`src/rtl/pe_vec.sv`:
```
// pe_vec: LANES independent signed MAC lanes sharing one serial config port
// and one control FSM. A run is nPeriod periods; each period accumulates
// nLMAC operand beats, then spends nSHFT cycles in a shift/drain phase whose
// first cycle emits acc+ipsum for every lane with a one-cycle out_en pulse.
// Config fields {nPeriod,nLMAC,nSHFT} are loaded LSB first via iconfig.
// Optional feature macro: PE_SAT_EN -- when defined, accumulation and the
// acc+ipsum output saturate to signed A_WIDTH limits; otherwise they wrap.
module pe_vec #(
    parameter int WIDTH       = 16,
    parameter int LANES       = 4,
    parameter int MAX_nPERIOD = 8,
    parameter int MAX_nLMAC   = 12288,
    parameter int MAX_nSHFT   = 192,
    parameter int ACC_GUARD   = 1
) (
    input  logic                                      clk,
    input  logic                                      rst,
    input  logic                                      start,
    input  logic                                      iconfig,
    input  logic                                      config_en,
    input  logic                                      in_en,
    input  logic [LANES*WIDTH-1:0]                    weight,
    input  logic [LANES*WIDTH-1:0]                    feature,
    input  logic [LANES*(2*WIDTH+ACC_GUARD)-1:0]      ipsum,
    output logic [LANES*(2*WIDTH+ACC_GUARD)-1:0]      opsum,
    output logic                                      out_en,
    output logic                                      busy,
    output logic                                      cfg_err
);

    localparam int A_WIDTH  = 2*WIDTH + ACC_GUARD;
    localparam int PW       = $clog2(MAX_nPERIOD);
    localparam int LW       = $clog2(MAX_nLMAC);
    localparam int SW       = $clog2(MAX_nSHFT);
    localparam int CONF_LEN = PW + LW + SW;

    typedef enum logic [1:0] {
        ST_IDLE = 2'd0,
        ST_MAC  = 2'd1,
        ST_SHFT = 2'd2
    } state_t;

    // Signed product of two operands, sign-extended to accumulator width.
    function automatic logic [A_WIDTH-1:0] mul_ext(input logic [WIDTH-1:0] w,
                                                   input logic [WIDTH-1:0] f);
        logic signed [2*WIDTH-1:0] p;
        p = $signed(w) * $signed(f);
        return {{ACC_GUARD{p[2*WIDTH-1]}}, p};
    endfunction

    // Accumulator-width signed add; clamps on overflow when saturation is built in.
    function automatic logic [A_WIDTH-1:0] acc_add(input logic [A_WIDTH-1:0] a,
                                                   input logic [A_WIDTH-1:0] b);
        logic [A_WIDTH-1:0] s;
        s = a + b;
`ifdef PE_SAT_EN
        if ((a[A_WIDTH-1] == b[A_WIDTH-1]) && (s[A_WIDTH-1] != a[A_WIDTH-1])) begin
            s = a[A_WIDTH-1] ? {1'b1, {(A_WIDTH-1){1'b0}}} : {1'b0, {(A_WIDTH-1){1'b1}}};
        end else begin
            s = a + b;
        end
`endif
        return s;
    endfunction

    state_t                       state_q, state_d;
    logic [CONF_LEN-1:0]          cfg_q, cfg_d;
    logic [LW-1:0]                mac_q, mac_d;
    logic [SW-1:0]                shf_q, shf_d;
    logic [PW-1:0]                per_q, per_d;
    logic [A_WIDTH-1:0]           acc_q [LANES];
    logic [A_WIDTH-1:0]           acc_d [LANES];
    logic [LANES*A_WIDTH-1:0]     opsum_q, opsum_d;
    logic                         out_en_q, out_en_d;
    logic                         busy_q, busy_d;
    logic                         cfg_err_q, cfg_err_d;

    logic [PW-1:0]                n_per_s;
    logic [LW-1:0]                n_lmac_s;
    logic [SW-1:0]                n_shft_s;

    assign n_per_s  = cfg_q[CONF_LEN-1 -: PW];
    assign n_lmac_s = cfg_q[SW +: LW];
    assign n_shft_s = cfg_q[SW-1:0];

    assign opsum   = opsum_q;
    assign out_en  = out_en_q;
    assign busy    = busy_q;
    assign cfg_err = cfg_err_q;

    // Next-state logic: config shifting, run start/check, MAC beats, drain phase.
    always_comb begin
        state_d   = state_q;
        cfg_d     = cfg_q;
        mac_d     = mac_q;
        shf_d     = shf_q;
        per_d     = per_q;
        acc_d     = acc_q;
        opsum_d   = opsum_q;
        out_en_d  = 1'b0;
        cfg_err_d = cfg_err_q;
        case (state_q)
            ST_IDLE: begin
                if (config_en) begin
                    cfg_d = {iconfig, cfg_q[CONF_LEN-1:1]};
                end else begin
                    cfg_d = cfg_q;
                end
                // Start decisions use the pre-shift config contents.
                if (start) begin
                    if ((n_per_s == '0) || (n_lmac_s == '0) || (n_shft_s == '0)) begin
                        cfg_err_d = 1'b1;
                    end else begin
                        cfg_err_d = 1'b0;
                        mac_d     = '0;
                        shf_d     = '0;
                        per_d     = '0;
                        for (int i = 0; i < LANES; i++) acc_d[i] = '0;
                        state_d   = ST_MAC;
                    end
                end else begin
                    state_d = ST_IDLE;
                end
            end
            ST_MAC: begin
                if (in_en) begin
                    for (int i = 0; i < LANES; i++) begin
                        acc_d[i] = acc_add(acc_q[i],
                                           mul_ext(weight[i*WIDTH +: WIDTH], feature[i*WIDTH +: WIDTH]));
                    end
                    if (mac_q == (n_lmac_s - LW'(1))) begin
                        mac_d   = '0;
                        state_d = ST_SHFT;
                    end else begin
                        mac_d = mac_q + LW'(1);
                    end
                end else begin
                    mac_d = mac_q;
                end
            end
            ST_SHFT: begin
                if (shf_q == '0) begin
                    for (int i = 0; i < LANES; i++) begin
                        opsum_d[i*A_WIDTH +: A_WIDTH] = acc_add(acc_q[i], ipsum[i*A_WIDTH +: A_WIDTH]);
                    end
                    out_en_d = 1'b1;
                end else begin
                    out_en_d = 1'b0;
                end
                if (shf_q == (n_shft_s - SW'(1))) begin
                    shf_d = '0;
                    if ((per_q + PW'(1)) == n_per_s) begin
                        per_d   = '0;
                        state_d = ST_IDLE;
                    end else begin
                        per_d   = per_q + PW'(1);
                        for (int i = 0; i < LANES; i++) acc_d[i] = '0;
                        state_d = ST_MAC;
                    end
                end else begin
                    shf_d = shf_q + SW'(1);
                end
            end
            default: begin
                state_d = ST_IDLE;
            end
        endcase
        busy_d = (state_d != ST_IDLE);
    end

    // State and output registers with synchronous active-low reset.
    always_ff @(posedge clk) begin
        if (!rst) begin
            state_q   <= ST_IDLE;
            cfg_q     <= '0;
            mac_q     <= '0;
            shf_q     <= '0;
            per_q     <= '0;
            for (int i = 0; i < LANES; i++) acc_q[i] <= '0;
            opsum_q   <= '0;
            out_en_q  <= 1'b0;
            busy_q    <= 1'b0;
            cfg_err_q <= 1'b0;
        end else begin
            state_q   <= state_d;
            cfg_q     <= cfg_d;
            mac_q     <= mac_d;
            shf_q     <= shf_d;
            per_q     <= per_d;
            for (int i = 0; i < LANES; i++) acc_q[i] <= acc_d[i];
            opsum_q   <= opsum_d;
            out_en_q  <= out_en_d;
            busy_q    <= busy_d;
            cfg_err_q <= cfg_err_d;
        end
    end

endmodule

```
`config.mk`:
```
export PLATFORM = sky130hd
export DESIGN_NAME = pe_vec
export DESIGN_NICKNAME = d
export VERILOG_FILES = /design/src/rtl/pe_vec.sv
export SDC_FILE = /design/constraint.sdc
export NUM_CORES = 2
export LEC_CHECK = 0
export ABC_AREA = 1
export CORE_MARGIN = 2
export CORE_UTILIZATION = 60
export DETAILED_ROUTE_END_ITERATION = 16
export PLACE_DENSITY = 0.79
export SLEW_MARGIN = 20
export SYNTH_ARGS = -nofsm -noshare
export SYNTH_HDL_FRONTEND = slang
export SYNTH_SLANG_ARGS = --single-unit
```
`constraint.sdc`:
```
create_clock -name clk -period 10.8 [get_ports clk]
set_input_delay 2.16 -clock clk [delete_from_list [all_inputs] [get_ports clk]]
set_output_delay 2.16 -clock clk [all_outputs]
set_load 0.005 [all_outputs]
```
==> out/qor.yml <==
floorplanning:
  die_w_um: 343
  io_pins: 401
  core_sq_um: 114000
  die_area_sq_um: 118000
  die_h_um: 343
  num_rows: 124
  start_util_pct: 60.5
logic_synthesis:
  synth_top_family_by_area: "adder cells"
  yosysTopAreaCellShare_pct: 30.6
  synthCells: 9852
  synth_area_sq_um: 69100
  syn_area_per_cell_sq_um: 7.02
  synth_compound_area_share_pct: 9.96
  synth-xor-area-share_pct: 2.90
  synth_seq_cells: 319
  synth_edf_count: 0
  synth.distinct_cells: 52
  yosys.area_share.adder_pct: 41.3
  synth.mux.area_fraction_pct: 0
  synth.yosys.seq_area_share_pct: 9.24
  synthTopCellsByCount: "nand2_1, inv_1, fa_1"
  synth_simple_gate_area_share_pct: 22.0
  synthArstFlopShare_pct: 0
  yosys.area.top_type: "fa_1"
  syn_nets: 11800
  yosysMostFrequentCell: "nand2_1"
  yosysWarnings: 0
  synth_ff_type: "dfxtp_1"
  synthTopCellsByArea: "fa_1, nand2_1, inv_1"
timing:
  slew_viol_final: 0
  finalCriticalPeriod_ns: 10.09
  hold_viol_final: 0
  min_period_over_period_pct: 93.4
  worst_pin_slew_ns: 1.08
  totalNegativeSetupSlack_ns: 0
  finalSetupViolCount: 0
  rsz0062_at_grt: "no"
  max_slew_margin_pct: 27.9
  fmaxAchievable_ghz: 0.0991
  finalClockSkew_ns: 0.0410
worst_setup_path:
  path_class: "in2reg"
  path_max_fanout: 16
  critPathRequiredTime_ns: 11.23
  arrival_ns: 10.52
  critPathLaunchType: "input port"
  crit_path_end_kind: "register"
  critPathMaxStageDelay_ns: 0.80
  r2r_end: "acc_q[108]"
  rrSetupSlack_ns: 6.39
  r2r_cells: 13
  rr_startpoint: "state_q[0]"
  crit_slowest_cell: "clkdlybuf4s50_1"
layout:
  drive_gt1_share_pct: 1.97
  nets: 11900
  final_area_sq_um: 75600
  areaGrowthSynthToFinish_pct: 9.38
clocking:
  htree_levels: 2
  worstSkewPairLatency_ns: 0.62
  ctsHoldBuffers: 0
  clk_pin_slew_ns: 0.06
  cts_tree: "yes"
  cts_root_buf: "clkbuf_16"
  cts.sinks: 319
  cts_buffers: 41
  cts-resized-gates: 0
  cts.path.max_buffers: 3
  post_cts_buffers: 0
detailed_routing:
  routed_wl_um: 214000
  drc: 0
  via_per_inst: 5.49
  drtIter0Drc: 4877
  avgRoutedWirePerCell_um: 18.5
  firstDrtPassIters: 6
  ant_nets: 0
  num_vias: 63600
status:
  status: "completed"
flow_run:
  drv_cap: 0
grt:
  grt_pass1_wl_um: 339000
  grt.overflow.total: 0
  grt_pass1_vias: 63400
  grtUsageTotal_pct: 36.3
  antenna_found_initial: 23
  grt_max_degree: 102
worst_hold_path:
  holdPathEnd: "per_q[1]"
  hold_depth: 2
  hp-class: "reg2reg"
  hold_start: "per_q[1]"
place:
  routabilityCongestion: 1.01
  post_dp_cell_area_sq_um: 74200
  hpwl_um: 179000
  io_buffer_count: 400
[routing by layer]
metal  vias up  global-route usage, %  part of all wire, %
met5         -                      0                0.067
met4        22                   12.6                  3.8
met3       425                   7.48                  9.8
met2      2503                   59.1                   46
met1     30500                   48.3                   40
li1      30200                      -                    -
[flip-flops by register name, indices dropped and copies added, names as in the netlist, 2 cells and up]
register  flops
acc_q       132
per_q         3
opsum       132
cfg_q        25
mac_q        14
shf_q         8
state_q       2
[worst max path at each step]
stage / from / endpoint
floorplan: weight[39] / acc_q[65]
global placement: feature[17] / acc_q[94]
detailed placement: feature[17] / acc_q[94]
CTS: feature[17] / acc_q[94]
global route: weight[31] / acc_q[94]
finish: feature[17] / acc_q[95]
[cells by family after synthesis]
group / count (synthesis)
buffers and inverters: 2674
adder cells (fa/ha/maj): 1647
XOR/XNOR: 226
flip-flops: 319
AND/OR/NAND/NOR: 3757
AO/OA/AOI/OAI: 1229
[stage by stage]
| step | utilization [%] | hold slack [ns] | std cells | setup WS [ns] |
|---|---|---|---|---|
| finish | 66.1 | 0.477 | 11600 | 0.710 |
| global route | 66.1 | 0.488 | 11600 | 0.307 |
| CTS | 66.1 | 0.472 | 11600 | 0.861 |
| detailed placement | 64.9 | 0.464 | 11500 | 0.281 |
| global placement | 64.9 | 0.461 | 11500 | 0.292 |
| floorplan | - | 0.444 | 9852 | 2.03 |
[placed cells by master (no fill, tap or decap), drive strengths merged, types with 4 or more instances in the layout]
cell type,count
o21a,12
a21oi,558
diode,15
nor4,34
fa,1056
and3,4
o21bai,54
a211oi,9
buf,54
or2,49
nand3,369
a31o,5
o221ai,10
o21ai,382
xor2,146
a21boi,23
nor2,785
clkdlybuf4s50,399
a21o,52
o221a,5
o211a,9
xnor2,78
nor3,67
inv,2346
dfxtp,319
nand3b,33
nand2,2347
clkbuf,52
clkinvlp,5
a31oi,52
bufinv,5
o211ai,50
ha,591
nand4,62
clkinv,12
[worst max-delay path, delay by kind of cell]
family | cells | cell delay (ns)
buffers and inverters | 6 | 1.20
adder cells (fa/ha/maj) | 8 | 3.98
AO/OA/AOI/OAI | 3 | 0.45
AND/OR/NAND/NOR | 13 | 2.56
XOR/XNOR | 1 | 0.14
[area by class of cell]
type,instances,area [sq um]
Sequential cell,319,6390
Fill cell,10300,38700
Multi-Input combinational cell,6859,52700
Timing Repair Buffer,453,4400
Clock buffer,52,1140
Tap cell,1512,1890
Inverter,2347,8820
Antenna cell,15,37.5
Clock inverter,21,303
Power is left out: the tool's default activity adds up to more than one toggle a clock period on the data nets, which glitch-free logic cannot reach.
